### config.mk
export PLATFORM = sky130hd
export DESIGN_NAME = axi_master_engine_flat
export DESIGN_NICKNAME = d
export VERILOG_FILES = /design/src/rtl/axi_master_engine_if.sv /design/src/rtl/axi_master_engine.sv /design/src/flat_wrapper.sv
export SDC_FILE = /design/constraint.sdc
export NUM_CORES = 1
export LEC_CHECK = 0
export ABC_AREA = 0
export BUFFER_PORTS_ARGS = -buffer_cell sky130_fd_sc_hd__buf_2
export CAP_MARGIN = 30
export CORE_AREA = 2 2 116 118
export DETAILED_ROUTE_END_ITERATION = 10
export DIE_AREA = 0 0 118 120
export HOLD_SLACK_MARGIN = 0.05
export PLACE_DENSITY = 0.65
export RECOVER_POWER = 25
export SETUP_SLACK_MARGIN = 0.05
export SLEW_MARGIN = 25
export SYNTH_ARGS = -nofsm -noshare
export SYNTH_HDL_FRONTEND = slang
export SYNTH_SLANG_ARGS = --single-unit
### constraint.sdc
create_clock -name aclk -period 2.5 [get_ports aclk]
set_clock_uncertainty 0.05 [all_clocks]
set_input_delay 0.25 -clock aclk [delete_from_list [all_inputs] [get_ports aclk]]
set_output_delay 0.25 -clock aclk [all_outputs]
set_load 0.005 [all_outputs]
### src/rtl/axi_master_engine_if.sv
// -----------------------------------------------------------------------------
// axi_master_engine_if
// AXI4 bus bundle between axi_master_engine (master modport) and an AXI slave
// or interconnect port (slave modport).
//   AW: awaddr, awlen, awsize, awburst, awvalid / awready
//   W : wdata, wstrb, wlast, wvalid / wready
//   B : bresp, bvalid / bready
//   AR: arid, araddr, arlen, arsize, arburst, arvalid / arready
//   R : rdata, rresp, rlast, rvalid / rready
// awsize/arsize are the standard 3-bit AXI size fields.
// -----------------------------------------------------------------------------
interface axi_master_engine_if #(
   parameter int addr_wid_axi = 32,
   parameter int data_wid     = 32
);
   localparam int STRB_W = data_wid / 8;

   logic [addr_wid_axi-1:0] awaddr;
   logic [7:0]              awlen;
   logic [2:0]              awsize;
   logic [1:0]              awburst;
   logic                    awvalid;
   logic                    awready;

   logic [data_wid-1:0]     wdata;
   logic [STRB_W-1:0]       wstrb;
   logic                    wlast;
   logic                    wvalid;
   logic                    wready;

   logic [1:0]              bresp;
   logic                    bvalid;
   logic                    bready;

   logic [1:0]              arid;
   logic [addr_wid_axi-1:0] araddr;
   logic [7:0]              arlen;
   logic [2:0]              arsize;
   logic [1:0]              arburst;
   logic                    arvalid;
   logic                    arready;

   logic [data_wid-1:0]     rdata;
   logic [1:0]              rresp;
   logic                    rlast;
   logic                    rvalid;
   logic                    rready;

   modport master (
      output awaddr, awlen, awsize, awburst, awvalid,
      input  awready,
      output wdata, wstrb, wlast, wvalid,
      input  wready,
      input  bresp, bvalid,
      output bready,
      output arid, araddr, arlen, arsize, arburst, arvalid,
      input  arready,
      input  rdata, rresp, rlast, rvalid,
      output rready
   );

   modport slave (
      input  awaddr, awlen, awsize, awburst, awvalid,
      output awready,
      input  wdata, wstrb, wlast, wvalid,
      output wready,
      output bresp, bvalid,
      input  bready,
      input  arid, araddr, arlen, arsize, arburst, arvalid,
      output arready,
      output rdata, rresp, rlast, rvalid,
      input  rready
   );
endinterface

### src/rtl/axi_master_engine.sv
// -----------------------------------------------------------------------------
// axi_master_engine
// Single-outstanding AXI4 initiator. One local command becomes one AXI burst:
// writes run AW -> W beats -> B, reads run AR -> R beats. Completion is a
// one-cycle done pulse with a 2-bit status (AXI response code, 10 for an
// illegal command or a mis-framed read burst, 11 for a watchdog expiry).
//
// Ports
//   aclk, areset              clock, synchronous active-high reset
//   cmd_*                     command port (valid/ready), write/addr/len/burst
//   wr_data/strb/valid/ready  local write-beat source, passed to the W channel
//   rd_data/resp/last/valid,
//   rd_ready                  local read-beat sink, passed from the R channel
//   done, status              completion pulse and response code
//   m_axi                     AXI4 bus (axi_master_engine_if.master)
//
// Optional build macro: AXI_MASTER_TIMEOUT_EN adds a per-handshake watchdog of
// TIMEOUT_CYCLES cycles. Without it the engine waits indefinitely.
// -----------------------------------------------------------------------------
module axi_master_engine #(
   parameter int addr_wid_axi   = 32,
   parameter int data_wid       = 32,
   parameter int asize          = $clog2(data_wid / 8),
   parameter int stroblen       = data_wid / 8,
   parameter int ARID_VAL       = 0,
   parameter int TIMEOUT_CYCLES = 256
) (
   input  logic                    aclk,
   input  logic                    areset,
   input  logic                    cmd_valid,
   output logic                    cmd_ready,
   input  logic                    cmd_write,
   input  logic [addr_wid_axi-1:0] cmd_addr,
   input  logic [7:0]              cmd_len,
   input  logic [1:0]              cmd_burst,
   input  logic [data_wid-1:0]     wr_data,
   input  logic [stroblen-1:0]     wr_strb,
   input  logic                    wr_valid,
   output logic                    wr_ready,
   output logic [data_wid-1:0]     rd_data,
   output logic [1:0]              rd_resp,
   output logic                    rd_last,
   output logic                    rd_valid,
   input  logic                    rd_ready,
   output logic                    done,
   output logic [1:0]              status,
   axi_master_engine_if.master     m_axi
);

   typedef enum logic [2:0] {IDLE, WADDR, WDATA, WRESP, RADDR, RDATA, FIN} state_t;

   state_t                  r_state, w_state_next;
   logic [addr_wid_axi-1:0] r_addr;
   logic [7:0]              r_len, r_cnt, w_cnt_next;
   logic [1:0]              r_burst, r_status, w_status_next;
   logic                    w_illegal, w_tmo, w_at_last;
   logic                    w_awvalid, w_wvalid, w_bready, w_arvalid, w_rready;

   // WRAP bursts are only defined for 2, 4, 8 or 16 beats; burst code 11 is reserved.
   assign w_illegal = (cmd_burst == 2'b11) ||
                      ((cmd_burst == 2'b10) && !(cmd_len inside {8'd1, 8'd3, 8'd7, 8'd15}));
   assign w_at_last = (r_cnt == r_len);

`ifdef AXI_MASTER_TIMEOUT_EN
   localparam int TMO_W = $clog2(TIMEOUT_CYCLES + 1);
   logic [TMO_W-1:0] r_tmo;
   logic             w_busy, w_hs;

   // Handshake terms use raw inputs so the watchdog does not loop through the valids it gates.
   always_comb begin
      w_busy = 1'b1;
      w_hs   = 1'b0;
      case (r_state)
         WADDR:   w_hs = m_axi.awready;
         WDATA:   w_hs = wr_valid & m_axi.wready;
         WRESP:   w_hs = m_axi.bvalid;
         RADDR:   w_hs = m_axi.arready;
         RDATA:   w_hs = m_axi.rvalid & rd_ready;
         default: w_busy = 1'b0;
      endcase
   end

   always_ff @(posedge aclk) begin
      if (areset || !w_busy || w_hs) r_tmo <= '0;
      else                           r_tmo <= r_tmo + 1'b1;
   end

   // Fires in the limit-th waiting cycle; FIN follows on the next edge.
   assign w_tmo = w_busy && (r_tmo == TMO_W'(TIMEOUT_CYCLES - 1));
`else
   // Watchdog compiled out: this term is false for every legal limit.
   assign w_tmo = (TIMEOUT_CYCLES < 0);
`endif

   always_ff @(posedge aclk) begin
      if (areset) begin
         r_state  <= IDLE;
         r_addr   <= '0;
         r_len    <= '0;
         r_burst  <= '0;
         r_cnt    <= '0;
         r_status <= '0;
      end else begin
         r_state  <= w_state_next;
         r_cnt    <= w_cnt_next;
         r_status <= w_status_next;
         if (cmd_valid && cmd_ready) begin
            r_addr  <= cmd_addr;
            r_len   <= cmd_len;
            r_burst <= cmd_burst;
         end
      end
   end

   always_comb begin
      w_state_next  = r_state;
      w_cnt_next    = r_cnt;
      w_status_next = r_status;
      cmd_ready     = 1'b0;
      wr_ready      = 1'b0;
      rd_valid      = 1'b0;
      done          = 1'b0;
      w_awvalid     = 1'b0;
      w_wvalid      = 1'b0;
      w_bready      = 1'b0;
      w_arvalid     = 1'b0;
      w_rready      = 1'b0;
      case (r_state)
         IDLE: begin
            cmd_ready = 1'b1;
            if (cmd_valid) begin
               w_cnt_next    = '0;
               w_status_next = 2'b00;
               if (w_illegal) begin
                  w_status_next = 2'b10;
                  w_state_next  = FIN;
               end else begin
                  w_state_next = cmd_write ? WADDR : RADDR;
               end
            end
         end
         WADDR: begin
            w_awvalid = !w_tmo;
            if (w_tmo) begin
               w_status_next = 2'b11;
               w_state_next  = FIN;
            end else if (m_axi.awready) begin
               w_state_next = WDATA;
            end
         end
         WDATA: begin
            w_wvalid = wr_valid && !w_tmo;
            wr_ready = m_axi.wready && !w_tmo;
            if (w_tmo) begin
               w_status_next = 2'b11;
               w_state_next  = FIN;
            end else if (wr_valid && m_axi.wready) begin
               w_cnt_next = r_cnt + 8'd1;
               if (w_at_last) w_state_next = WRESP;
            end
         end
         WRESP: begin
            w_bready = !w_tmo;
            if (w_tmo) begin
               w_status_next = 2'b11;
               w_state_next  = FIN;
            end else if (m_axi.bvalid) begin
               w_status_next = m_axi.bresp;
               w_state_next  = FIN;
            end
         end
         RADDR: begin
            w_arvalid = !w_tmo;
            if (w_tmo) begin
               w_status_next = 2'b11;
               w_state_next  = FIN;
            end else if (m_axi.arready) begin
               w_state_next = RDATA;
            end
         end
         RDATA: begin
            w_rready = rd_ready && !w_tmo;
            rd_valid = m_axi.rvalid && !w_tmo;
            if (w_tmo) begin
               w_status_next = 2'b11;
               w_state_next  = FIN;
            end else if (m_axi.rvalid && rd_ready) begin
               w_cnt_next = r_cnt + 8'd1;
               // rlast must coincide with the arlen-th beat; a framing error overrides the response.
               if (m_axi.rlast != w_at_last) w_status_next = 2'b10;
               else if (r_status == 2'b00)   w_status_next = m_axi.rresp;
               if (m_axi.rlast) w_state_next = FIN;
            end
         end
         FIN: begin
            done         = 1'b1;
            w_state_next = IDLE;
         end
         default: w_state_next = IDLE;
      endcase
   end

   assign m_axi.awaddr  = r_addr;
   assign m_axi.awlen   = r_len;
   assign m_axi.awsize  = 3'(asize);
   assign m_axi.awburst = r_burst;
   assign m_axi.awvalid = w_awvalid;
   assign m_axi.wdata   = wr_data;
   assign m_axi.wstrb   = wr_strb;
   assign m_axi.wlast   = (r_state == WDATA) && w_at_last;
   assign m_axi.wvalid  = w_wvalid;
   assign m_axi.bready  = w_bready;
   assign m_axi.arid    = 2'(ARID_VAL);
   assign m_axi.araddr  = r_addr;
   assign m_axi.arlen   = r_len;
   assign m_axi.arsize  = 3'(asize);
   assign m_axi.arburst = r_burst;
   assign m_axi.arvalid = w_arvalid;
   assign m_axi.rready  = w_rready;

   assign rd_data = m_axi.rdata;
   assign rd_resp = m_axi.rresp;
   assign rd_last = m_axi.rlast;
   assign status  = r_status;

endmodule

### src/flat_wrapper.sv
// flat-port wrapper written by rule: the top's interface ports become plain ports
module axi_master_engine_flat 
#(
   parameter int addr_wid_axi   = 32,
   parameter int data_wid       = 32,
   parameter int asize          = $clog2(data_wid / 8),
   parameter int stroblen       = data_wid / 8,
   parameter int ARID_VAL       = 0,
   parameter int TIMEOUT_CYCLES = 256
)
  (aclk, areset, cmd_valid, cmd_ready, cmd_write, cmd_addr, cmd_len, cmd_burst, wr_data, wr_strb, wr_valid, wr_ready, rd_data, rd_resp, rd_last, rd_valid, rd_ready, done, status, m_axi_awaddr, m_axi_awlen, m_axi_awsize, m_axi_awburst, m_axi_awvalid, m_axi_awready, m_axi_wdata, m_axi_wstrb, m_axi_wlast, m_axi_wvalid, m_axi_wready, m_axi_bresp, m_axi_bvalid, m_axi_bready, m_axi_arid, m_axi_araddr, m_axi_arlen, m_axi_arsize, m_axi_arburst, m_axi_arvalid, m_axi_arready, m_axi_rdata, m_axi_rresp, m_axi_rlast, m_axi_rvalid, m_axi_rready);
  axi_master_engine_if #(.addr_wid_axi(addr_wid_axi), .data_wid(data_wid)) m_axi_i ();
  input  logic aclk;
  input  logic areset;
  input  logic cmd_valid;
  output logic cmd_ready;
  input  logic cmd_write;
  input  logic [addr_wid_axi-1:0] cmd_addr;
  input  logic [7:0] cmd_len;
  input  logic [1:0] cmd_burst;
  input  logic [data_wid-1:0] wr_data;
  input  logic [stroblen-1:0] wr_strb;
  input  logic wr_valid;
  output logic wr_ready;
  output logic [data_wid-1:0] rd_data;
  output logic [1:0] rd_resp;
  output logic rd_last;
  output logic rd_valid;
  input  logic rd_ready;
  output logic done;
  output logic [1:0] status;
  output wire logic [$bits(m_axi_i.awaddr)-1:0] m_axi_awaddr;
  output wire logic [$bits(m_axi_i.awlen)-1:0] m_axi_awlen;
  output wire logic [$bits(m_axi_i.awsize)-1:0] m_axi_awsize;
  output wire logic [$bits(m_axi_i.awburst)-1:0] m_axi_awburst;
  output wire logic [$bits(m_axi_i.awvalid)-1:0] m_axi_awvalid;
  input wire logic [$bits(m_axi_i.awready)-1:0] m_axi_awready;
  output wire logic [$bits(m_axi_i.wdata)-1:0] m_axi_wdata;
  output wire logic [$bits(m_axi_i.wstrb)-1:0] m_axi_wstrb;
  output wire logic [$bits(m_axi_i.wlast)-1:0] m_axi_wlast;
  output wire logic [$bits(m_axi_i.wvalid)-1:0] m_axi_wvalid;
  input wire logic [$bits(m_axi_i.wready)-1:0] m_axi_wready;
  input wire logic [$bits(m_axi_i.bresp)-1:0] m_axi_bresp;
  input wire logic [$bits(m_axi_i.bvalid)-1:0] m_axi_bvalid;
  output wire logic [$bits(m_axi_i.bready)-1:0] m_axi_bready;
  output wire logic [$bits(m_axi_i.arid)-1:0] m_axi_arid;
  output wire logic [$bits(m_axi_i.araddr)-1:0] m_axi_araddr;
  output wire logic [$bits(m_axi_i.arlen)-1:0] m_axi_arlen;
  output wire logic [$bits(m_axi_i.arsize)-1:0] m_axi_arsize;
  output wire logic [$bits(m_axi_i.arburst)-1:0] m_axi_arburst;
  output wire logic [$bits(m_axi_i.arvalid)-1:0] m_axi_arvalid;
  input wire logic [$bits(m_axi_i.arready)-1:0] m_axi_arready;
  input wire logic [$bits(m_axi_i.rdata)-1:0] m_axi_rdata;
  input wire logic [$bits(m_axi_i.rresp)-1:0] m_axi_rresp;
  input wire logic [$bits(m_axi_i.rlast)-1:0] m_axi_rlast;
  input wire logic [$bits(m_axi_i.rvalid)-1:0] m_axi_rvalid;
  output wire logic [$bits(m_axi_i.rready)-1:0] m_axi_rready;
  assign m_axi_awaddr = m_axi_i.awaddr;
  assign m_axi_awlen = m_axi_i.awlen;
  assign m_axi_awsize = m_axi_i.awsize;
  assign m_axi_awburst = m_axi_i.awburst;
  assign m_axi_awvalid = m_axi_i.awvalid;
  assign m_axi_i.awready = m_axi_awready;
  assign m_axi_wdata = m_axi_i.wdata;
  assign m_axi_wstrb = m_axi_i.wstrb;
  assign m_axi_wlast = m_axi_i.wlast;
  assign m_axi_wvalid = m_axi_i.wvalid;
  assign m_axi_i.wready = m_axi_wready;
  assign m_axi_i.bresp = m_axi_bresp;
  assign m_axi_i.bvalid = m_axi_bvalid;
  assign m_axi_bready = m_axi_i.bready;
  assign m_axi_arid = m_axi_i.arid;
  assign m_axi_araddr = m_axi_i.araddr;
  assign m_axi_arlen = m_axi_i.arlen;
  assign m_axi_arsize = m_axi_i.arsize;
  assign m_axi_arburst = m_axi_i.arburst;
  assign m_axi_arvalid = m_axi_i.arvalid;
  assign m_axi_i.arready = m_axi_arready;
  assign m_axi_i.rdata = m_axi_rdata;
  assign m_axi_i.rresp = m_axi_rresp;
  assign m_axi_i.rlast = m_axi_rlast;
  assign m_axi_i.rvalid = m_axi_rvalid;
  assign m_axi_rready = m_axi_i.rready;
  axi_master_engine #(.addr_wid_axi(addr_wid_axi), .data_wid(data_wid), .asize(asize), .stroblen(stroblen), .ARID_VAL(ARID_VAL), .TIMEOUT_CYCLES(TIMEOUT_CYCLES)) u_core (.aclk(aclk), .areset(areset), .cmd_valid(cmd_valid), .cmd_ready(cmd_ready), .cmd_write(cmd_write), .cmd_addr(cmd_addr), .cmd_len(cmd_len), .cmd_burst(cmd_burst), .wr_data(wr_data), .wr_strb(wr_strb), .wr_valid(wr_valid), .wr_ready(wr_ready), .rd_data(rd_data), .rd_resp(rd_resp), .rd_last(rd_last), .rd_valid(rd_valid), .rd_ready(rd_ready), .done(done), .status(status), .m_axi(m_axi_i));
endmodule
After elaboration in Yosys (flattened, before gate mapping):

Index checks and enable logic that the tools add are counted.

* add/sub/neg operators: 1
* eq/ne operators: 23
* mux-type cells: 31
* reduce and logical (&&, ||, !) cells: 15

Operator list (number)
* 2-to-1 mux 3 bit: 10
* 2-to-1 mux 8 bit: 3
* one-hot mux 8 bit (3 select lines): 1
* one-hot mux 3 bit (6 select lines): 1
* 2-to-1 mux 2 bit: 6
* inequality test 2 bit, second input constant: 5
* equality test 3 bit, second input constant: 3
* 2-to-1 mux 1 bit: 9
* adder 8 x 1 -> 8 bit, second input constant: 1
* equality test 8 x 1 -> 1 bit, second input constant: 1
* equality test 8 x 2 -> 1 bit, second input constant: 1
* equality test 8 x 3 -> 1 bit, second input constant: 1
* equality test 8 x 4 -> 1 bit, second input constant: 1
* equality test 8 bit: 1
* AND reduction 8 bit: 1
* equality test 3 x 2 -> 1 bit, second input constant: 2
* inequality test 2 x 1 -> 1 bit, second input constant: 3
* one-hot mux 2 bit (3 select lines): 1
* nonzero test 3 bit: 2
* logical AND 1 bit: 5
* AND reduction 5 bit: 1
* equality test 2 bit, second input constant: 2
* AND reduction 4 bit: 1
* nonzero test 4 bit: 1
* other kinds (7): 7

* register bits: 55
* bits of input ports: 126
* output and inout port bits: 175
* word-level logic and storage cells: 76

Longest topological paths before layout:

Gate-level depths: netlist of the first run.

* depth in word-level cells: 8
* gate-level depth with buffers: 7
* mapped depth without buffers: 6

Worst setup path after synthesis of the first run:

OpenSTA, ideal clock, no wires.

* path type: reg-to-reg
* start point: reg u_core.r_len[5] (netlist: u_core.m_axi.arlen[5])
* end point: reg u_core.r_state[0]
* library setup time: 0.069 ns
* arrival time: 1.722 ns
* required time: 2.381 ns
* path slack: 0.659 ns
* stages on the path, launching flop included: 7
* period minus slack after synthesis: 1.841 ns
* cell sequence: dfxtp_1 xor2_1 nor4_4 nand2_1 a2111o_1 or3_1 o21ai_1

* longest elaborated chain between the ends: 3

Ends and longest elaborated chain
* from (decl): RTL line axi_master_engine.sv:54 `logic [7:0] r_len, r_cnt, w_cnt_next;`
* from (signal assigned): RTL line axi_master_engine.sv:109 `r_len <= cmd_len;`
* equality test 8 bit: RTL line axi_master_engine.sv:62 `assign w_at_last = (r_cnt == r_len);`
* inequality test 2 x 1 -> 1 bit (no line)
* AND reduction 8 bit (no line)
* to (signal assigned): RTL line axi_master_engine.sv:104 `r_state <= w_state_next;`
* to (decl): RTL line axi_master_engine.sv:52 `state_t r_state, w_state_next;`

Every way passes these cells.
A chain may end at the register's enable or synchronous reset.

Final worst setup path of the first run:

* start point: reg u_core.r_state[1]
* end point: reg u_core.r_cnt[6]

* longest elaborated chain between the ends: 3
* elaborated cells between the ends (all ways): 9
* classes of those cells: eq/ne (5); mux (1); reduce/logical (3)

Ends and longest elaborated chain
* equality test 3 x 2 -> 1 bit (tied with other cells): RTL line axi_master_engine.sv:128 `case (r_state)`
* inequality test 2 x 1 -> 1 bit (no line) (tied with other cells)
* AND reduction 4 bit (no line)
* to (signal assigned): RTL line axi_master_engine.sv:105 `r_cnt <= w_cnt_next;`
* to (decl): RTL line axi_master_engine.sv:54

Several ways; a longest one is shown, not always the timed one.

==> results.txt, run 1 <==
Run status = finished clean
Global route total overflow = 0
Largest delay contributor family on the critical path = simple AND/OR/NAND/NOR gates
Highest signal layer in the routed design = met4
Post-place setup slack = 0.3512 ns
Slew of the pin with the lowest slew margin = 0.7638 ns
Synth Area in Simple Gates = 21.64%
GRT Util Overall = 12.56%
Deepest clock path buffer count = 2
Max Freq = 458.6 MHz
Met3 routed WL = 795 µm
Vias in the first global route = 2523
Number of antenna violations at the first check in global routing = 0
I/O pin count = 301
Crit share post-route = 87.22%
Residual DRC count = 0
Post-CTS sizing = 0
CTS tree = yes
Path type of the worst setup path = flop to flop
Starting DRC count in detailed routing = 128
Number of synthesized register bits = 55
Routed wirelength normalized by instance count = 14.08 µm
Largest fanout on the critical path = 13
Count of nets after finishing = 603
Post-layout minimum cycle time = 2.181 ns
Required time at the endpoint of the critical path = 2.68 ns
XOR/XNOR Fraction of Synth Area = 2.581%
Clock-pin slew on the worst setup and hold paths = 0.08 ns
Fraction of the mapped netlist area in compound gates = 12.39%
Post-CTS Setup Inserts = 0
Crit path buf inv count = 0
Max-slew violation count = 0
Final worst setup slack = 0.3194 ns
Final Hold Viols = 0
Residual antenna-violating net count after detailed routing = 0
Hold-critical path endpoint = u_core.m_axi.araddr[7]
Core area = 0.01298 mm²
Maximum ir drop on the vdd rail = 0.0002733 V
First-pass GRT wire length = 13.81 mm
Path class of the lowest-slack min-delay path = primary input to flop
Largest net degree at the start of global routing = 45
CTS root buf = clkbuf_16
Final HPWL from detailed placement = 6.945 mm
Die height = 120 µm
Share of post-route cells with drive strength above 1 = 37.95%
Number of vias per cell after detailed routing = 4.289
R2r startpoint = u_core.r_state[1]
Library cell with the largest summed area after synthesis = dfxtp_1
Crit Reg-Reg Endpoint = u_core.r_cnt[6]
R2R setup slack = 0.32 ns
Critical path startpoint category = flop
Area of the mapped netlist = 0.003393 mm²
Met2 wirelength from detailed routing = 4.339 mm
Number of buffers inserted for hold repair after clock tree synthesis = 0
Static leakage = 0.001805 µW
Horizontal die dimension = 118 µm
Max-Slew Margin vs Limit = 49.08%
Wirelength, routed = 9.193 mm
Top area cells in the synthesized netlist = dfxtp_1, buf_4, nand2_1
Worst hold path stage count = 3
Final Non-Filler Cells = 653
Post-synthesis mux area share = 0.5900%
Std-Cell Rows = 42
DRT Pass-1 Iters = 4
Cell count of the worst reg-to-reg path = 5
Arrival time at the worst endpoint = 2.36 ns
Max-cap check violation count = 0
Clk Latency, worst-skew pair = 0.30 ns
Number of antenna diodes = 0
Area of the die = 0.01416 mm²
CTS H-tree lvls = 2
Main combinational cell family by area after synthesis = buffers and inverters
Effective utilization at floorplan = 26.14%
Fraction of registers with async set/reset = 0%
Number of flops mapped to enable cells by yosys = 0
Source of the worst hold timing path = cmd_addr[7]
# port buffers = 156
Largest stage delay, worst path = 0.53 ns
Average cell area after synthesis = 7.694 µm²
Number of placed instances, taps included = 645
Met1 wire length = 3.823 mm
Number of warnings printed during yosys synthesis = 0
Post-Syn Instances = 441
Crit path max-delay cell type = dfxtp_1
Final setup violating endpoints = 0
Routed vias = 2801
Pwr/cell area = 944.9 mW/mm²
Fin Setup TNS = 0 ns
Post-synthesis cell type count = 46
Dominant register cell in the synthesized netlist = dfxtp_1
Portion of synthesized cell area occupied by the leading cell type = 32.45%
Inserted Clock Buffers = 5
Worst-path cell chain = nor3b_1 > nor2_1 > or2_1 > or3_1 > a21oi_1
Area grow syn2layout = 6.748%
RSZ-0062 raised after global routing = false
Number of sinks driven by the clock tree = 55
GPL Wtd Cong = 0.7764
Category of the worst setup path capture point = flop
Sequential area share after synthesis = 32.45%
Synth Area in Adders = 0.3687%
## state kept, by name, indices dropped and copies added, names as in the netlist
| register | count |
|---|---|
| u_core.m_axi.araddr | 32 |
| u_core.m_axi.arlen | 8 |
| u_core.r_cnt | 8 |
| u_core.r_state | 3 |
| u_core.m_axi.arburst | 2 |
| u_core.status | 2 |
## through the flow
stage	hold slack, ns	power [µW]	utilization, %	area [µm²]
after floorplan	0.3360	2398	-	3416
after global placement	0.4020	2726	26.75	3472
final	0.1272	3423	27.91	3622
after global routing	0.1177	3706	27.91	3622
after CTS	0.1168	3497	27.91	3622
after detailed placement	0.4070	2741	26.75	3472
## cells in the mapped netlist, types with 4 or more instances
cell      instances
dfxtp_1          55
and2_1            7
xor2_1           10
nand2_1          95
a21oi_1          55
nor2_1           17
o21ai_0           6
buf_2             4
clkbuf_1         12
and3_1            4
buf_4           122
## logic make-up after synthesis
family | count (synthesis)
multiplexers | 2
flip-flops | 55
AO/OA/AOI/OAI | 76
buffers and inverters | 141
adder cells (fa/ha/maj) | 1
AND/OR/NAND/NOR | 154
other | 2
XOR/XNOR | 10
## worst min-delay path, delay by kind of cell
kind	cells	cell delay, ns
AND/OR/NAND/NOR	1	0.04
buffers and inverters	1	0.09
AO/OA/AOI/OAI	1	0.05
## metal layers
layer | vias up | track usage (%)
li1 | 1375 | -
met1 | 1261 | 14.64
met2 | 137 | 20.49
met3 | 28 | 4.610
met4 | 0 | 5.949
met5 | - | 0
## cell usage in the layout, fill, tap and decap left out, types with 2 or more instances in the layout
| cell type | Yosys | final |
|---|---|---|
| clkbuf_16 | 0 | 5 |
| clkinv_4 | 0 | 2 |
| xor2_1 | 10 | 10 |
| nand3b_1 | 2 | 2 |
| buf_2 | 4 | 156 |
| or2_2 | 3 | 3 |
| nor3_1 | 2 | 2 |
| nand2_1 | 95 | 94 |
| a21oi_1 | 55 | 55 |
| nor2b_1 | 3 | 3 |
| or3_1 | 2 | 2 |
| nand3_1 | 3 | 3 |
| nor2_1 | 17 | 17 |
| o21ai_0 | 6 | 6 |
| nor4_4 | 2 | 2 |
| dfxtp_1 | 55 | 55 |
| a211oi_1 | 3 | 3 |
| nand2b_1 | 2 | 2 |
| nor3b_1 | 3 | 3 |
| and3_1 | 4 | 4 |
| o22ai_1 | 2 | 2 |
| buf_4 | 122 | 5 |
| mux2i_1 | 2 | 2 |
| conb_1 | 2 | 8 |
| and2_1 | 7 | 6 |
| and3_2 | 2 | 2 |
## report_power, final
group / internal, µW / switching (µW) / total [µW]
sequential: 1060 / 195 / 1260
combinational: 654 / 782 / 1440
clock: 376 / 354 / 730
## how the worst max path moves through the flow
stage | to | startpoint | cells after the start
6_report | u_core.r_cnt[6] | u_core.r_state[1] | 5
3_3_place_gp | u_core.status[1] | cmd_len[4] | 7
4_1_cts | u_core.r_cnt[6] | u_core.r_state[1] | 5
2_1_floorplan | u_core.r_state[0] | u_core.m_axi.arlen[5] | 6
3_5_place_dp | u_core.r_cnt[6] | u_core.r_state[1] | 5
5_1_grt | u_core.r_cnt[6] | u_core.r_state[1] | 5
## final cells by class
| type | count | area (µm²) |
|---|---|---|
| Fill cell | 1462 | 9358 |
| Multi-Input combinational cell | 251 | 1309 |
| Sequential cell | 55 | 1101 |
| Timing Repair Buffer | 162 | 838.3 |
| Tap cell | 176 | 220.2 |
| Clock buffer | 5 | 125.1 |
| Clock inverter | 3 | 25.02 |
| Inverter | 1 | 3.754 |
(Power assumes the default switching activity.)
==> inputs of run 2 (changes only) <==
--- a/config.mk
+++ b/config.mk
@@ -12,7 +12,7 @@
 export DETAILED_ROUTE_END_ITERATION = 10
 export DIE_AREA = 0 0 118 120
 export HOLD_SLACK_MARGIN = 0.05
-export PLACE_DENSITY = 0.65
+export PLACE_DENSITY = 0.69
 export RECOVER_POWER = 25
 export SETUP_SLACK_MARGIN = 0.05
 export SLEW_MARGIN = 25
==> results.txt, run 2 (synthesized netlist as in run 1, its figures left out) <==
Run status = finished clean
Count of nets after finishing = 605 (+0.33%)
Max-Slew Margin vs Limit = 58.51% (+9.4 points)
Vias in the first global route = 2438 (-3.4%)
Maximum ir drop on the vdd rail = 0.0002345 V (-14%)
Path class of the lowest-slack min-delay path = primary input to flop
CTS root buf = clkbuf_16
Residual DRC count = 0 (unchanged)
Largest delay contributor family on the critical path = simple AND/OR/NAND/NOR gates
Area grow syn2layout = 6.822% (about the same)
Slew of the pin with the lowest slew margin = 0.6223 ns (-0.1415 ns)
Critical path startpoint category = flop
Crit path max-delay cell type = dfxtp_1
Fin Setup TNS = 0 ns (unchanged)
Final Non-Filler Cells = 655 (+0.31%)
Path type of the worst setup path = flop to flop
Number of placed instances, taps included = 647 (+0.31%)
Effective utilization at floorplan = 26.14% (unchanged)
Largest stage delay, worst path = 0.53 ns (about the same)
Static leakage = 0.001813 µW (+0.46%)
Number of antenna diodes = 0 (unchanged)
Clock-pin slew on the worst setup and hold paths = 0.07 ns (about the same)
Largest fanout on the critical path = 13 (unchanged)
Std-Cell Rows = 42 (unchanged)
Share of post-route cells with drive strength above 1 = 37.79% (-0.16 points)
Global route total overflow = 0 (unchanged)
Final HPWL from detailed placement = 7.054 mm (+1.6%)
Hold-critical path endpoint = u_core.m_axi.araddr[29]
Post-CTS sizing = 0 (unchanged)
Inserted Clock Buffers = 5 (unchanged)
Max-cap check violation count = 0 (unchanged)
Final Hold Viols = 0 (unchanged)
Crit path buf inv count = 0 (unchanged)
Largest net degree at the start of global routing = 43 (-4.4%)
Wirelength, routed = 9.041 mm (-1.7%)
Cell count of the worst reg-to-reg path = 5 (unchanged)
RSZ-0062 raised after global routing = false
Worst hold path stage count = 3 (unchanged)
Deepest clock path buffer count = 2 (unchanged)
Max FFs per register = 32 (unchanged)
R2R setup slack = 0.37 ns (+0.05 ns)
I/O pin count = 301 (unchanged)
Clk Latency, worst-skew pair = 0.29 ns (about the same)
Source of the worst hold timing path = cmd_addr[29]
Crit Reg-Reg Endpoint = u_core.r_cnt[6]
First-pass GRT wire length = 13.29 mm (-3.8%)
DRT Pass-1 Iters = 4 (unchanged)
Area of the die = 0.01416 mm² (unchanged)
Horizontal die dimension = 118 µm (unchanged)
GRT Util Overall = 12.16% (-0.40 points)
Max Freq = 469.6 MHz (+2.4%)
Most common cell after layout, fill and taps aside = buf_2
Commonest cells after routing, fill and taps aside = buf_2, nand2_1, a21oi_1, dfxtp_1, nor2_1
R2r startpoint = u_core.r_state[1]
Number of antenna violations at the first check in global routing = 0 (unchanged)
# port buffers = 156 (unchanged)
Arrival time at the worst endpoint = 2.30 ns (-0.06 ns)
Number of buffers inserted for hold repair after clock tree synthesis = 0 (unchanged)
Worst-path cell chain = nor3b_1 > nor2_1 > or2_1 > or3_1 > a21oi_1
Post-CTS Setup Inserts = 0 (unchanged)
Fill cell total of the finished layout = 1428 (-2.3%)
Die height = 120 µm (unchanged)
Category of the worst setup path capture point = flop
Residual antenna-violating net count after detailed routing = 0 (unchanged)
Routed wirelength normalized by instance count = 13.80 µm (-2.0%)
CTS tree = yes
Starting DRC count in detailed routing = 139 (+8.6%)
Core area = 0.01298 mm² (unchanged)
Max-slew violation count = 0 (unchanged)
Post-layout minimum cycle time = 2.129 ns (-0.05109 ns)
Required time at the endpoint of the critical path = 2.68 ns (about the same)
Number of vias per cell after detailed routing = 4.276 (-0.31%)
Final setup violating endpoints = 0 (unchanged)
Number of sinks driven by the clock tree = 55 (unchanged)
GPL Wtd Cong = 0.8104 (+4.4%)
CTS H-tree lvls = 2 (unchanged)
Routed vias = 2801 (unchanged)
Pwr/cell area = 943.6 mW/mm² (-0.14%)
Crit share post-route = 85.18% (-2.0 points)
==> run 2: changes by cell type in the layout (fill, tap and decap cells not counted), sizes merged <==
cell and change:
buf +2, clkbuf +2, clkinv -1, clkinvlp -1
==> run 2: worst max-delay path by stage <==
stage	from	end	depth (start not counted)
floorplan	u_core.m_axi.arlen[5]	u_core.r_state[0]	6
global placement	u_core.r_state[1]	u_core.r_cnt[6]	5
detailed placement	u_core.r_state[1]	u_core.r_cnt[6]	5
CTS	u_core.r_state[1]	u_core.r_cnt[6]	5
global route	u_core.r_state[1]	u_core.r_cnt[6]	5
finish	u_core.r_state[1]	u_core.r_cnt[6]	5
==> run 2: metal layers <==
metal  global-route usage (%)  up-vias  wire (µm)
li1                         -     1377          -
met1                    15.34     1246       3797
met2                    19.26      139       4134
met3                    3.517       39        811
met4                    5.422        0        297
met5                        0        -          0
==> run 2: power by group <==
| group | leakage (µW) | switching [µW] | internal [µW] |
|---|---|---|---|
| Clock | 0.0000679 | 322 | 372 |
| Sequential | 0.000450 | 184 | 1060 |
| Combinational | 0.00130 | 803 | 678 |
==> run 2: stage by stage <==
step	worst slack [ns]	utilization [%]	hold slack (ns)	cell area, µm²	total power, µW
floorplan	0.6595	-	0.3360	3416	2398
global placement	0.4173	26.87	0.4020	3487	2762
detailed placement	0.3972	26.87	0.4080	3487	2775
CTS	0.3549	27.93	0.1277	3625	3490
global route	0.1938	27.93	0.1290	3625	3705
finish	0.3705	27.93	0.1321	3625	3420
==> run 2: final cells by class <==
type	instances	area, µm²	area share, %
Tap cell	176	220.2	6.075
Sequential cell	55	1101	30.38
Multi-Input combinational cell	251	1309	36.11
Clock buffer	7	132.6	3.659
Inverter	1	3.754	0.1036
Timing Repair Buffer	164	853.3	23.54
Clock inverter	1	5.005	0.1381
==> run 2: worst min-delay path: cells and delay by family <==
kind / cells / cell delay (ns)
AO/OA/AOI/OAI: 1 / 0.05
buffers and inverters: 1 / 0.09
AND/OR/NAND/NOR: 1 / 0.04
